File: src/rtl/pc_fetch_unit_if.sv
// pc_fetch_unit_if
// Instruction-memory request/response bundle between the fetch unit and memory.
//   req    : fetch unit -> memory, request valid, held until gnt
//   addr   : fetch unit -> memory, request address
//   gnt    : memory -> fetch unit, request accepted
//   rvalid : memory -> fetch unit, read data valid
//   rdata  : memory -> fetch unit, read data
interface pc_fetch_unit_if;
    logic        req;
    logic [31:0] addr;
    logic        gnt;
    logic        rvalid;
    logic [31:0] rdata;

    modport master (output req, output addr, input gnt, input rvalid, input rdata);
    modport slave  (input req, input addr, output gnt, output rvalid, output rdata);
endinterface

File: src/rtl/pc_fetch_unit.sv
// pc_fetch_unit
// Holds the architectural PC and fetches the instruction at PC over a
// req/gnt/rvalid memory port, then hands it to decode until accepted.
// Ports:
//   clk, rst_n     : clock (rising edge), async active-low reset
//   npc_i          : next PC, taken when the core accepts the instruction
//   pc_o           : current PC
//   inst_o         : fetched instruction (NOP_INST while not valid)
//   inst_valid_o   : inst_o valid for pc_o
//   inst_ready_i   : core accepts inst_o (only honoured while holding)
//   imem           : instruction-memory bundle (master side)
//   retire_cnt_o   : number of accepted instructions (wraps)
//   misalign_o     : sticky misaligned next-PC flag
// Optional feature macro: IFU_MISALIGN_CHK_EN
//   defined   : a misaligned npc_i on accept parks the unit in S_ERR
//   undefined : npc_i is force-aligned, misalign_o is constant 0
//
// state  | meaning
// S_IDLE | first cycle after reset, no request yet
// S_REQ  | request driven, waiting for gnt
// S_WAIT | granted, waiting for rvalid
// S_HOLD | instruction valid, waiting for core accept
// S_ERR  | misaligned next PC seen, stuck until reset
module pc_fetch_unit #(
    parameter logic [31:0] RESET_PC = 32'h0000_0000,
    parameter logic [31:0] NOP_INST = 32'h0000_0013
) (
    input  logic                   clk,
    input  logic                   rst_n,
    input  logic [31:0]            npc_i,
    output logic [31:0]            pc_o,
    output logic [31:0]            inst_o,
    output logic                   inst_valid_o,
    input  logic                   inst_ready_i,
    pc_fetch_unit_if.master        imem,
    output logic [31:0]            retire_cnt_o,
    output logic                   misalign_o
);

    typedef enum logic [2:0] {
        S_IDLE = 3'd0,
        S_REQ  = 3'd1,
        S_WAIT = 3'd2,
        S_HOLD = 3'd3,
        S_ERR  = 3'd4
    } state_t;

    state_t      r_state, w_state_nxt;
    logic [31:0] r_pc, w_pc_nxt;
    logic [31:0] r_inst, w_inst_nxt;
    logic        r_valid, w_valid_nxt;
    logic [31:0] r_retire_cnt, w_retire_nxt;
`ifdef IFU_MISALIGN_CHK_EN
    logic        r_misalign, w_misalign_nxt;
`else
    // Low bits of npc_i are dropped by force-alignment in this build.
    logic [1:0]  w_unused_npc_lsb;
    assign w_unused_npc_lsb = npc_i[1:0];
`endif

    always_ff @(posedge clk or negedge rst_n) begin
        if (!rst_n) begin
            r_state      <= S_IDLE;
            r_pc         <= RESET_PC;
            r_inst       <= NOP_INST;
            r_valid      <= 1'b0;
            r_retire_cnt <= 32'd0;
`ifdef IFU_MISALIGN_CHK_EN
            r_misalign   <= 1'b0;
`endif
        end else begin
            r_state      <= w_state_nxt;
            r_pc         <= w_pc_nxt;
            r_inst       <= w_inst_nxt;
            r_valid      <= w_valid_nxt;
            r_retire_cnt <= w_retire_nxt;
`ifdef IFU_MISALIGN_CHK_EN
            r_misalign   <= w_misalign_nxt;
`endif
        end
    end

    always_comb begin
        w_state_nxt  = r_state;
        w_pc_nxt     = r_pc;
        w_inst_nxt   = r_inst;
        w_valid_nxt  = r_valid;
        w_retire_nxt = r_retire_cnt;
`ifdef IFU_MISALIGN_CHK_EN
        w_misalign_nxt = r_misalign;
`endif
        case (r_state)
            S_IDLE: w_state_nxt = S_REQ;
            S_REQ: begin
                if (imem.gnt) w_state_nxt = S_WAIT;
            end
            S_WAIT: begin
                // Only reachable one cycle after gnt, so rvalid in the gnt cycle is never taken.
                if (imem.rvalid) begin
                    w_inst_nxt  = imem.rdata;
                    w_valid_nxt = 1'b1;
                    w_state_nxt = S_HOLD;
                end
            end
            S_HOLD: begin
                if (inst_ready_i) begin
                    w_retire_nxt = r_retire_cnt + 32'd1;
                    w_valid_nxt  = 1'b0;
                    w_inst_nxt   = NOP_INST;
`ifdef IFU_MISALIGN_CHK_EN
                    if (npc_i[1:0] != 2'b00) begin
                        w_misalign_nxt = 1'b1;
                        w_state_nxt    = S_ERR;
                    end else begin
                        w_pc_nxt    = npc_i;
                        w_state_nxt = S_REQ;
                    end
`else
                    w_pc_nxt    = {npc_i[31:2], 2'b00};
                    w_state_nxt = S_REQ;
`endif
                end
            end
            S_ERR:   w_state_nxt = S_ERR;
            default: w_state_nxt = S_IDLE;
        endcase
    end

    assign imem.req     = (r_state == S_REQ);
    assign imem.addr    = r_pc;
    assign pc_o         = r_pc;
    assign inst_o       = r_inst;
    assign inst_valid_o = r_valid;
    assign retire_cnt_o = r_retire_cnt;
`ifdef IFU_MISALIGN_CHK_EN
    assign misalign_o   = r_misalign;
`else
    assign misalign_o   = 1'b0;
`endif

endmodule

File: src/flat_wrapper.sv
// flat-port wrapper written by rule: the top's interface ports become plain ports
module pc_fetch_unit_flat 
#(
    parameter logic [31:0] RESET_PC = 32'h0000_0000,
    parameter logic [31:0] NOP_INST = 32'h0000_0013
)
  (clk, rst_n, npc_i, pc_o, inst_o, inst_valid_o, inst_ready_i, retire_cnt_o, misalign_o, imem_req, imem_addr, imem_gnt, imem_rvalid, imem_rdata);
  pc_fetch_unit_if imem_i ();
  input  logic clk;
  input  logic rst_n;
  input  logic [31:0] npc_i;
  output logic [31:0] pc_o;
  output logic [31:0] inst_o;
  output logic inst_valid_o;
  input  logic inst_ready_i;
  output logic [31:0] retire_cnt_o;
  output logic misalign_o;
  output wire logic [$bits(imem_i.req)-1:0] imem_req;
  output wire logic [$bits(imem_i.addr)-1:0] imem_addr;
  input wire logic [$bits(imem_i.gnt)-1:0] imem_gnt;
  input wire logic [$bits(imem_i.rvalid)-1:0] imem_rvalid;
  input wire logic [$bits(imem_i.rdata)-1:0] imem_rdata;
  assign imem_req = imem_i.req;
  assign imem_addr = imem_i.addr;
  assign imem_i.gnt = imem_gnt;
  assign imem_i.rvalid = imem_rvalid;
  assign imem_i.rdata = imem_rdata;
  pc_fetch_unit #(.RESET_PC(RESET_PC), .NOP_INST(NOP_INST)) u_core (.clk(clk), .rst_n(rst_n), .npc_i(npc_i), .pc_o(pc_o), .inst_o(inst_o), .inst_valid_o(inst_valid_o), .inst_ready_i(inst_ready_i), .imem(imem_i), .retire_cnt_o(retire_cnt_o), .misalign_o(misalign_o));
endmodule
File: config.mk
export PLATFORM = sky130hd
export DESIGN_NAME = pc_fetch_unit_flat
export DESIGN_NICKNAME = d
export VERILOG_FILES = /design/src/rtl/pc_fetch_unit_if.sv /design/src/rtl/pc_fetch_unit.sv /design/src/flat_wrapper.sv
export SDC_FILE = /design/constraint.sdc
export NUM_CORES = 1
export LEC_CHECK = 0
export BUFFER_PORTS_ARGS = -buffer_cell sky130_fd_sc_hd__buf_4
export CAP_MARGIN = 20
export CORE_UTILIZATION = 50
export CTS_CLUSTER_SIZE = 12
export DETAILED_ROUTE_END_ITERATION = 8
export GPL_ROUTABILITY_DRIVEN = 0
export GPL_TIMING_DRIVEN = 0
export MAX_ROUTING_LAYER = met4
export PLACE_DENSITY = 0.89
export SYNTH_ARGS = -nofsm -noshare
export SYNTH_HDL_FRONTEND = slang
export SYNTH_SLANG_ARGS = --single-unit
File: constraint.sdc
create_clock -name clk -period 3.3 [get_ports clk]
set_input_delay 0.495 -clock clk [delete_from_list [all_inputs] [get_ports clk]]
set_output_delay 0.495 -clock clk [all_outputs]
set_load 0.01 [all_outputs]
==> impl_metrics.env, run 1 <==
export IMPL_vdd_drop_max_mv=0.5553
export IMPL_layout_drive_gt1_share_pct=44.11
export IMPL_crit_path_end_kind="flip-flop"
export IMPL_relSlewSlack_pct=60.67
export IMPL_swShare_pct=34.89
export IMPL_grt_usage_pct=25.30
export IMPL_switchingPower_mw=1.692
export IMPL_p_int_mw=3.156
export IMPL_tns_ns=0
export IMPL_async_flop_share_pct=100.0
export IMPL_finalHoldViolCount=0
export IMPL_viasPerCell=4.954
export IMPL_worst_setup_path_type="reg2reg"
export IMPL_antenna_found_initial=0
export IMPL_synth_main_ff_cell="dfrtp_1"
export IMPL_die_area_um2=8715
export IMPL_cap_violations=0
export IMPL_wl_um=10370
export IMPL_grt_pass1_wl_um=16480
export IMPL_fin_crit_sh_pct=53.83
export IMPL_critPathBufInv=1
export IMPL_p_total_mw=4.848
export IMPL_regArea_um2=2456
export IMPL_worstMarginPinSlew_ns=0.5900
export IMPL_clockRootBuffer="clkbuf_8"
export IMPL_worstPathArrival_ns=2.04
export IMPL_crit_start="u_core.retire_cnt_o[0]$_DFFE_PN0P_"
export IMPL_rr_worst_depth=6
export IMPL_setup_viol=0
export IMPL_n_antenna_cell=0
export IMPL_grt_start_max_net_pins=54
export IMPL_p_seq_share_pct=39.8
export IMPL_vias=3448
export IMPL_clkLatencyLatePin_ns=0.37
export IMPL_cts_resized=0
export IMPL_grt_pass1_vias=3390
export IMPL_synth_cell_types=30
export IMPL_numClockSinks=98
export IMPL_cts_tree="yes"
export IMPL_synth_area_um2=4173
export IMPL_area_growth_synth_to_final_pct=43.48
export IMPL_timing_rr_end="u_core.retire_cnt_o[26]$_DFFE_PN0P_"
export IMPL_power_density_nw_per_um2=809.8
export IMPL_final_net_count=659
export IMPL_synth_most_common_cell="nand2_1"
export IMPL_rrSetupSlack_ns=1.52
export IMPL_clk_path_buf_depth=2
export IMPL_io_pins=200
export IMPL_cp_cell_sequence="ha_1, nand2_1, nor4_4, buf_4, nand4_1, xnor2_1"
export IMPL_slowest_stage="dfrtp_1"
export IMPL_first_iter_violations=129
export IMPL_synth_seq_area_share_pct=58.86
export IMPL_dieWidth_um=93.36
export IMPL_utilization_pct=75.90
export IMPL_synth_common_cells="nand2_1, dfrtp_1, buf_4"
export IMPL_wire_per_inst_um=14.90
export IMPL_crit_path_start_kind="flip-flop"
export IMPL_ant_nets=0
export IMPL_place_inst=680
export IMPL_hold_class="in2async"
export IMPL_critPathRequiredTime_ns=3.56
export IMPL_leakagePower_nw=3.262
export IMPL_fmax_mhz=562.9
export IMPL_multi_input_area_um2=1375
export IMPL_die_h_um=93.36
export IMPL_drcViolationCount=0
export IMPL_num_rows=32
export IMPL_ys_seq_elements=98
export IMPL_cts_htree_levels=3
export IMPL_postCtsSetupBuffers=0
export IMPL_clock_skew_ns=0.01571
export IMPL_overflow=0
export IMPL_fillers=541
export IMPL_rsz0062_at_grt="false"
export IMPL_dp_final_hpwl_um=7891
export IMPL_syn_avg_cell_area_um2=10.95
export IMPL_timing_rr_start="u_core.retire_cnt_o[0]$_DFFE_PN0P_"
export IMPL_core_area_um2=7888
export IMPL_ys_warn_count=0
export IMPL_instances_no_fill=696
export IMPL_numCtsBuffers=9
export IMPL_synth_edf_count=0
export IMPL_crit_path_max_fanout=10
export IMPL_period_needed_ns=1.777
export IMPL_clk_pin_slew_ns=0.10
export IMPL_status="completed"
export IMPL_hold_buffers=0
export IMPL_port_buffers=192
export IMPL_combPwrFrac_pct=43.9
export IMPL_syn_inst=381
export IMPL_clockPowerShare_pct=16.3
export IMPL_crit_family="simple AND/OR/NAND/NOR gates"
export IMPL_maxSlewViolCount=0
export IMPL_synth_area_leader_cell="dfrtp_1"
export IMPL_first_pass_iters=6
export IMPL_hold_slack_ns=0.1141
export IMPL_synth_area_leaders="dfrtp_1, nand2_1, buf_4"
export IMPL_synth_top_cell_area_share_pct=56.97
export IMPL_start_util_pct=52.90
export IMPL_max_stage_delay_ns=0.43
sequential cells by signal (all words and copies together) (netlist names):
| register | count |
|---|---|
| u_core.imem.addr | 30 |
| u_core.inst_o | 32 |
| u_core.inst_valid_o | 1 |
| u_core.r_state | 3 |
| u_core.retire_cnt_o | 32 |
power by group through the flow:
stage / logic [mW] / registers, mW / clock network (mW)
finish: 2.13 / 1.93 / 0.790
global route: 2.29 / 1.98 / 0.855
global placement: 2.07 / 1.92 / 0
floorplan: 0.875 / 2.06 / 0
detailed placement: 2.15 / 1.94 / 0
CTS: 2.15 / 1.93 / 0.802
cell usage in the layout, fill, tap and decap left out, types with 2 or more instances in the layout:
master    instances
buf_4           230
nand2_1         108
dfrtp_1          95
a22o_1           29
xnor2_1          26
nand3_1          15
nand4_1          11
clkbuf_1          9
clkbuf_8          9
nor2_1            7
buf_2             6
xor2_1            5
conb_1            5
nor4_4            3
nor3_1            3
o22a_1            3
inv_1             3
and3_1            3
dfstp_2           3
nor3b_1           2
nand2b_1          2
clkinv_4          2
layer usage:
metal	GRT usage [%]	vias to the layer above	share of wire, %
met5	-	-	0
met4	11.15	0	2.2
met3	3.252	18	4.9
met2	42.10	129	53
met1	31.17	1661	40
li1	-	1640	-
metrics by stage:
step / setup WS, ns / instance area (µm²)
global placement: 1.557 / 5757
global route: 1.426 / 5987
finish: 1.523 / 5987
CTS: 1.525 / 5987
detailed placement: 1.484 / 5784
floorplan: 1.724 / 4188
worst max path at each step:
stage / endpoint / slack (ns) / cells after the start
finish: u_core.retire_cnt_o[26]$_DFFE_PN0P_ / 1.52 / 6
global route: u_core.retire_cnt_o[28]$_DFFE_PN0P_ / 1.43 / 5
CTS: u_core.retire_cnt_o[26]$_DFFE_PN0P_ / 1.53 / 6
detailed placement: u_core.retire_cnt_o[26]$_DFFE_PN0P_ / 1.48 / 6
global placement: u_core.retire_cnt_o[28]$_DFFE_PN0P_ / 1.56 / 6
floorplan: u_core.retire_cnt_o[28]$_DFFE_PN0P_ / 1.72 / 6
layout make-up:
class / count / area share [%]
flip-flops and latches: 98 / 41.02
repair buffers: 193 / 24.54
multi-input cells: 232 / 22.97
plain buffers: 52 / 5.768
clock buffers: 10 / 2.132
well taps: 102 / 2.132
clock inverters: 6 / 1.254
inverters: 3 / 0.1881
worst register-to-register path, cell delays in order, from the launching register on:
cell     delay (ns)
dfrtp_1        0.43
ha_1           0.22
nand2_1        0.11
nor4_4         0.37
buf_4          0.26
nand4_1        0.15
xnor2_1        0.15
logic make-up after synthesis:
family	count (synthesis)	share of synthesized area, %
DFF	98	58.86
buffers and inverters	55	8.546
adders and majority gates	1	0.2998
xor gates and xnor gates	31	6.507
AOI/OAI and AO/OA	34	6.956
other	1	0.08987
and+or+nand+nor	161	18.74
Power figures use the tool's default switching activity.
==> run 2, diff against run 1 <==
--- a/config.mk
+++ b/config.mk
@@ -5,15 +5,16 @@
 export SDC_FILE = /design/constraint.sdc
 export NUM_CORES = 1
 export LEC_CHECK = 0
+export ABC_AREA = 1
 export BUFFER_PORTS_ARGS = -buffer_cell sky130_fd_sc_hd__buf_4
 export CAP_MARGIN = 20
-export CORE_UTILIZATION = 50
+export CORE_UTILIZATION = 43
 export CTS_CLUSTER_SIZE = 12
 export DETAILED_ROUTE_END_ITERATION = 8
 export GPL_ROUTABILITY_DRIVEN = 0
 export GPL_TIMING_DRIVEN = 0
 export MAX_ROUTING_LAYER = met4
-export PLACE_DENSITY = 0.89
+export PLACE_DENSITY = 0.8
 export SYNTH_ARGS = -nofsm -noshare
 export SYNTH_HDL_FRONTEND = slang
 export SYNTH_SLANG_ARGS = --single-unit
==> constraint.sdc (replaced) <==
create_clock -name clk -period 1.5 [get_ports clk]
set_input_delay 0.225 -clock clk [delete_from_list [all_inputs] [get_ports clk]]
set_output_delay 0.225 -clock clk [all_outputs]
set_load 0.01 [all_outputs]
==> impl_metrics.env, run 2 <==
export IMPL_status="completed"
export IMPL_synth_common_cells="nand2_1, dfrtp_1, nor2_1"
export IMPL_overflow=0
export IMPL_syn_inst=495
export IMPL_clock_skew_ns=0.009456
export IMPL_vdd_drop_max_mv=0.8650
export IMPL_crit_path_end_kind="flip-flop"
export IMPL_ys_warn_count=0
export IMPL_cap_violations=0
export IMPL_period_needed_ns=1.485
export IMPL_dieWidth_um=105.1
export IMPL_max_stage_delay_ns=0.37
export IMPL_worstMarginPinSlew_ns=0.6205
export IMPL_clk_pin_slew_ns=0.09
export IMPL_synth_area_leader_cell="dfrtp_1"
export IMPL_slowest_stage="dfrtp_1"
export IMPL_relSlewSlack_pct=58.64
export IMPL_cts_htree_levels=3
export IMPL_synth_most_common_cell="nand2_1"
export IMPL_n_antenna_cell=0
export IMPL_antenna_found_initial=0
export IMPL_fmax_mhz=673.2
export IMPL_detailedPlace_worstSlack_ns=-0.1747
export IMPL_clkLatencyLatePin_ns=0.37
export IMPL_timing_rr_start="u_core.r_state[1]$_DFFE_PN0P_"
export IMPL_num_rows=37
export IMPL_crit_family="buffers and inverters"
export IMPL_p_total_mw=11.15
export IMPL_critPathBufInv=4
export IMPL_maxSlewViolCount=0
export IMPL_clockRootBuffer="clkbuf_8"
export IMPL_path_common_cell="nor2_4"
export IMPL_die_area_um2=11040
export IMPL_wire_per_inst_um=14.01
export IMPL_grt_pass1_wl_um=19310
export IMPL_hold_class="in2reg"
export IMPL_grt_start_max_net_pins=54
export IMPL_crit_path_max_fanout=5
export IMPL_rsz0062_at_grt="true"
export IMPL_ant_nets=0
export IMPL_grt_pass1_vias=3937
export IMPL_grt_usage_pct=22.84
export IMPL_start_util_pct=44.26
export IMPL_core_area_um2=10320
export IMPL_leakagePower_nw=3.529
export IMPL_cts_tree="yes"
export IMPL_setup_viol=0
export IMPL_cp_cell_sequence="inv_2, nor2_4, nand3_4, clkbuf_16, clkinv_8, nor2_4, buf_6, a22o_1"
export IMPL_synth_top_cell_area_share_pct=52.03
export IMPL_port_buffers=192
export IMPL_worst_setup_path_type="reg2reg"
export IMPL_layout_common_cells="buf_4, nand2_1, dfrtp_1"
export IMPL_final_net_count=787
export IMPL_synth_seq_area_share_pct=53.75
export IMPL_crit_start="u_core.r_state[1]$_DFFE_PN0P_"
export IMPL_synth_main_ff_cell="dfrtp_1"
export IMPL_dp_final_hpwl_um=8870
export IMPL_synth_area_um2=4569
export IMPL_clk_path_buf_depth=2
export IMPL_hold_slack_ns=0.05204
export IMPL_worst_slack_ns=0.01450
export IMPL_async_flop_share_pct=100.0
export IMPL_synth_edf_count=0
export IMPL_finalHoldViolCount=0
export IMPL_first_iter_violations=225
export IMPL_tns_ns=0
export IMPL_first_pass_iters=4
export IMPL_vias=4115
export IMPL_drcViolationCount=0
export IMPL_numClockSinks=98
export IMPL_die_h_um=105.1
export IMPL_viasPerCell=4.796
export IMPL_fin_crit_sh_pct=99.03
export IMPL_synth_area_leaders="dfrtp_1, nand2_1, buf_4"
export IMPL_final_common_cell="buf_4"
export IMPL_hold_start="npc_i[19]"
export IMPL_syn_avg_cell_area_um2=9.231
export IMPL_critPathRequiredTime_ns=1.75
export IMPL_ys_seq_elements=98
export IMPL_crit_path_start_kind="flip-flop"
export IMPL_synth_cell_types=30
export IMPL_io_pins=200
export IMPL_fillers=844
export IMPL_area_growth_synth_to_final_pct=47.89
export IMPL_numCtsBuffers=9
export IMPL_power_density_nw_per_um2=1650
export IMPL_worstPathArrival_ns=1.73
export IMPL_layout_drive_gt1_share_pct=43.91
export IMPL_wl_um=12020
[run 2: changes by cell type after synthesis, sizes merged, moves of 3 or more]
| cell | previous run | this run |
|---|---|---|
| nor2 | 7 | 49 |
| clkbuf | 8 | 0 |
| inv | 3 | 35 |
| xnor2 | 26 | 14 |
| nor4 | 3 | 0 |
| and3 | 3 | 0 |
| nand4 | 12 | 9 |
| nand3 | 15 | 24 |
| buf | 44 | 48 |
| nand2 | 108 | 168 |
| nor3b | 3 | 0 |
[run 2: layer usage]
layer	track usage [%]	vias to the layer above	part of all wire, %
met3	3.556	19	4.8
li1	-	1979	-
met2	37.04	149	50
met5	-	-	0
met4	10.06	0	2.1
met1	28.40	1968	43
[run 2: worst paths after layout]
check,to,slack [ns],cells past startpoint
max in group asynchronous,u_core.inst_o[0]$_DFFE_PN1P_,0.36,3
setup / recovery,u_core.inst_o[31]$_DFFE_PN0P_,0.01,8
hold / removal,u_core.imem.addr[19]$_DFFE_PN0P_,0.05,3
min in group asynchronous,u_core.imem.addr[3]$_DFFE_PN0P_,0.41,2
setup reg to reg,u_core.inst_o[31]$_DFFE_PN0P_,0.01,8
hold reg to reg,u_core.inst_valid_o$_DFFE_PN0P_,0.48,2
[run 2: kinds of logic (layout without fill, tap and decap cells)]
group | count (synthesis) | after routing | share of synthesized area (%)
XOR/XNOR | 21 | 21 | 4.025
flip-flops | 98 | 98 | 53.75
AO/OA/AOI/OAI | 35 | 35 | 6.572
buffers and inverters | 84 | 307 | 11.06
other | 1 | 5 | 0.08207
adder cells (fa/ha/maj) | 1 | 1 | 0.2738
AND/OR/NAND/NOR | 255 | 255 | 24.23
[run 2: area by class of cell]
class / count / area, µm² / area share, %
Buffer: 48 / 409.1 / 6.054
Clock buffer: 12 / 165.2 / 2.444
Clock inverter: 4 / 72.57 / 1.074
Inverter: 36 / 147.6 / 2.185
Multi-Input combinational cell: 317 / 1720 / 25.46
Sequential cell: 98 / 2460 / 36.40
Tap cell: 136 / 170.2 / 2.518
Timing Repair Buffer: 206 / 1604 / 23.74
Timing Repair inverter: 1 / 8.758 / 0.1296
[run 2: timing repair]
item / CTS / global route
cloned: 1 / 3
setup endpoints to repair: 25 / 79
endpoints found under the hold margin: 45 / 0
gates resized for setup: 11 / 41
pin swaps: 8 / 13
hold buffers: 1 / 0
buffers inserted: 7 / 2
[run 2: through the flow]
step                      std cells  instance area, µm²  utilization [%]
after floorplan                 499                4584                -
after global placement          827                6196            60.02
after detailed placement        828                6223            60.28
after CTS                       853                6584            63.77
after global routing            858                6758            65.46
final                           858                6758            65.46
[run 2: tightest hold or removal path: cells and delay by family]
kind | cells | cell delay, ns
buffers and inverters | 1 | 0.08
and+or+nand+nor | 2 | 0.08
[run 2: where the power goes]
group | switching (mW) | internal [mW]
Combinational | 2.27 | 2.86
Clock | 0.882 | 1.07
Sequential | 0.623 | 3.44
Total | 3.77 | 7.38
==> run 3, diff against run 2 <==
--- a/config.mk
+++ b/config.mk
@@ -8,13 +8,14 @@
 export ABC_AREA = 1
 export BUFFER_PORTS_ARGS = -buffer_cell sky130_fd_sc_hd__buf_4
 export CAP_MARGIN = 20
-export CORE_UTILIZATION = 43
+export CORE_UTILIZATION = 35
+export CTS_BUF_LIST = sky130_fd_sc_hd__clkbuf_16
 export CTS_CLUSTER_SIZE = 12
 export DETAILED_ROUTE_END_ITERATION = 8
 export GPL_ROUTABILITY_DRIVEN = 0
 export GPL_TIMING_DRIVEN = 0
 export MAX_ROUTING_LAYER = met4
-export PLACE_DENSITY = 0.8
+export PLACE_DENSITY = 0.67
 export SYNTH_ARGS = -nofsm -noshare
 export SYNTH_HDL_FRONTEND = slang
 export SYNTH_SLANG_ARGS = --single-unit
==> impl_metrics.env, run 3 (same netlist as run 2, synthesis figures left out) <==
export IMPL_tns_ns=-0.06023
export IMPL_relSlewSlack_pct=58.06
export IMPL_dieWidth_um=116.3
export IMPL_layout_drive_gt1_share_pct=42.86
export IMPL_finalHoldViolCount=0
export IMPL_timing_rr_start="u_core.retire_cnt_o[1]$_DFFE_PN0P_"
export IMPL_die_h_um=116.3
export IMPL_layout_common_cells="buf_4, nand2_1, dfrtp_1"
export IMPL_multi_input_area_um2=1698
export IMPL_clk_pin_slew_ns=0.07
export IMPL_rr_worst_depth=7
export IMPL_cts_tree="yes"
export IMPL_grt_usage_pct=18.42
export IMPL_crit_path_start_kind="flip-flop"
export IMPL_leakagePower_nw=3.545
export IMPL_fin_crit_sh_pct=101.8
export IMPL_maxSlewViolCount=0
export IMPL_power_density_nw_per_um2=1645
export IMPL_first_iter_violations=191
export IMPL_cts_htree_levels=3
export IMPL_detailedPlace_worstSlack_ns=-0.1949
export IMPL_place_inst=864
export IMPL_worstPathArrival_ns=1.75
export IMPL_fillers=1174
export IMPL_grt_pass1_wl_um=18700
export IMPL_cap_violations=0
export IMPL_setup_viol=3
export IMPL_clk_path_buf_depth=2
export IMPL_crit_path_max_fanout=7
export IMPL_n_antenna_cell=0
export IMPL_slowest_stage="dfrtp_1"
export IMPL_viasPerCell=4.557
export IMPL_utilization_pct=53.48
export IMPL_timing_rr_end="u_core.retire_cnt_o[18]$_DFFE_PN0P_"
export IMPL_first_pass_iters=4
export IMPL_io_pins=200
export IMPL_start_util_pct=36.06
export IMPL_fmax_mhz=655.1
export IMPL_clkLatencyLatePin_ns=0.34
export IMPL_numCtsBuffers=9
export IMPL_rrSetupSlack_ns=-0.03
export IMPL_overflow=0
export IMPL_violations="negative setup slack"
export IMPL_vdd_drop_max_mv=0.6776
export IMPL_regArea_um2=2457
export IMPL_period_needed_ns=1.526
export IMPL_antenna_found_initial=0
export IMPL_crit_start="u_core.retire_cnt_o[1]$_DFFE_PN0P_"
export IMPL_status="finished with violations"
export IMPL_area_growth_synth_to_final_pct=48.30
export IMPL_clock_skew_ns=0.007907
export IMPL_numClockSinks=98
export IMPL_clockRootBuffer="clkbuf_16"
export IMPL_worstMarginPinSlew_ns=0.6291
export IMPL_critPathRequiredTime_ns=1.72
export IMPL_rsz0062_at_grt="true"
export IMPL_max_stage_delay_ns=0.37
export IMPL_cp_cell_sequence="ha_2, nand2_2, nor2_4, nand3b_1, nor2_4, nand2_1, xnor2_1"
export IMPL_critical_path_endpoint="u_core.retire_cnt_o[18]$_DFFE_PN0P_"
export IMPL_worst_slack_ns=-0.02643
export IMPL_crit_path_end_kind="flip-flop"
export IMPL_num_rows=41
export IMPL_drcViolationCount=0
export IMPL_final_common_cell="buf_4"
export IMPL_wire_per_inst_um=13.53
export IMPL_grt_pass1_vias=3781
export IMPL_port_buffers=192
export IMPL_worst_setup_path_type="reg2reg"
export IMPL_ant_nets=0
export IMPL_core_area_um2=12670
export IMPL_die_area_um2=13520
export IMPL_grt_start_max_net_pins=55
export IMPL_final_net_count=793
export IMPL_instances_no_fill=900
export IMPL_p_total_mw=11.14
export IMPL_vias=4101
export IMPL_path_common_cell="nor2_4"
export IMPL_wl_um=12170
export IMPL_dp_final_hpwl_um=9088
export IMPL_hold_class="in2reg"
[run 3: cell types whose count changed in the layout (fill, tap and decap cells not counted), moves of 4 or more]
cell,before,now
buf_2,2,8
nor2_1,26,30
clkbuf_8,12,0
nor2_2,10,5
buf_4,236,244
clkbuf_16,1,9
clkinv_2,1,5
[run 3: routing by layer]
metal,up-vias,wire (µm),global-route usage [%]
met5,-,0,-
met4,0,142,6.239
met3,13,682,3.217
met2,147,5863,29.86
met1,1954,5483,23.25
li1,1987,-,-
[run 3: area by class of cell]
class	instances	area share (%)
Tap cell	172	3.176
Inverter	36	2.179
Clock inverter	7	0.5355
Buffer	48	5.391
Multi-Input combinational cell	317	25.06
Clock buffer	9	3.323
Timing Repair Buffer	213	24.08
Sequential cell	98	36.26
[run 3: repair_timing]
action | CTS | global route
hold endpoints to repair | 44 | 0
hold buffers | 1 | 0
pin swaps | 8 | 9
setup buffers | 6 | 12
resized for setup | 9 | 15
setup endpoints to repair | 53 | 59
gates cloned | 0 | 1
[run 3: worst min-delay path by stage]
stage	from	endpoint	slack, ns	depth (start not counted)
after floorplan	rst_n	u_core.imem.addr[10]$_DFFE_PN0P_	-0.07	0
after global placement	npc_i[9]	u_core.imem.addr[9]$_DFFE_PN0P_	0.42	3
after detailed placement	rst_n	u_core.imem.addr[5]$_DFFE_PN0P_	0.28	1
after CTS	npc_i[4]	u_core.imem.addr[4]$_DFFE_PN0P_	0.06	3
after global routing	npc_i[5]	u_core.imem.addr[5]$_DFFE_PN0P_	0.08	3
final	npc_i[5]	u_core.imem.addr[5]$_DFFE_PN0P_	0.08	3
[run 3: where the power goes]
part           switching (mW)  internal (mW)  leakage (nW)
clock                   0.963           1.10         0.132
sequential              0.609           3.45          1.26
combinational            2.23           2.79          2.15
total                    3.80           7.34          3.55
[run 3: per-stage QoR]
| stage | hold WS (ns) | cell area [µm²] |
|---|---|---|
| finish | 0.07782 | 6777 |
| floorplan | -0.07059 | 4584 |
| global placement | 0.4217 | 6241 |
| CTS | 0.06033 | 6630 |
| detailed placement | 0.2809 | 6269 |
| global route | 0.07655 | 6777 |
[run 3: critical path: cells and delay by family (launching register included)]
family,cells,cell delay [ns]
XOR/XNOR,1,0.13
adder cells (fa/ha/maj),1,0.20
flip-flops,1,0.37
AND/OR/NAND/NOR,5,0.70
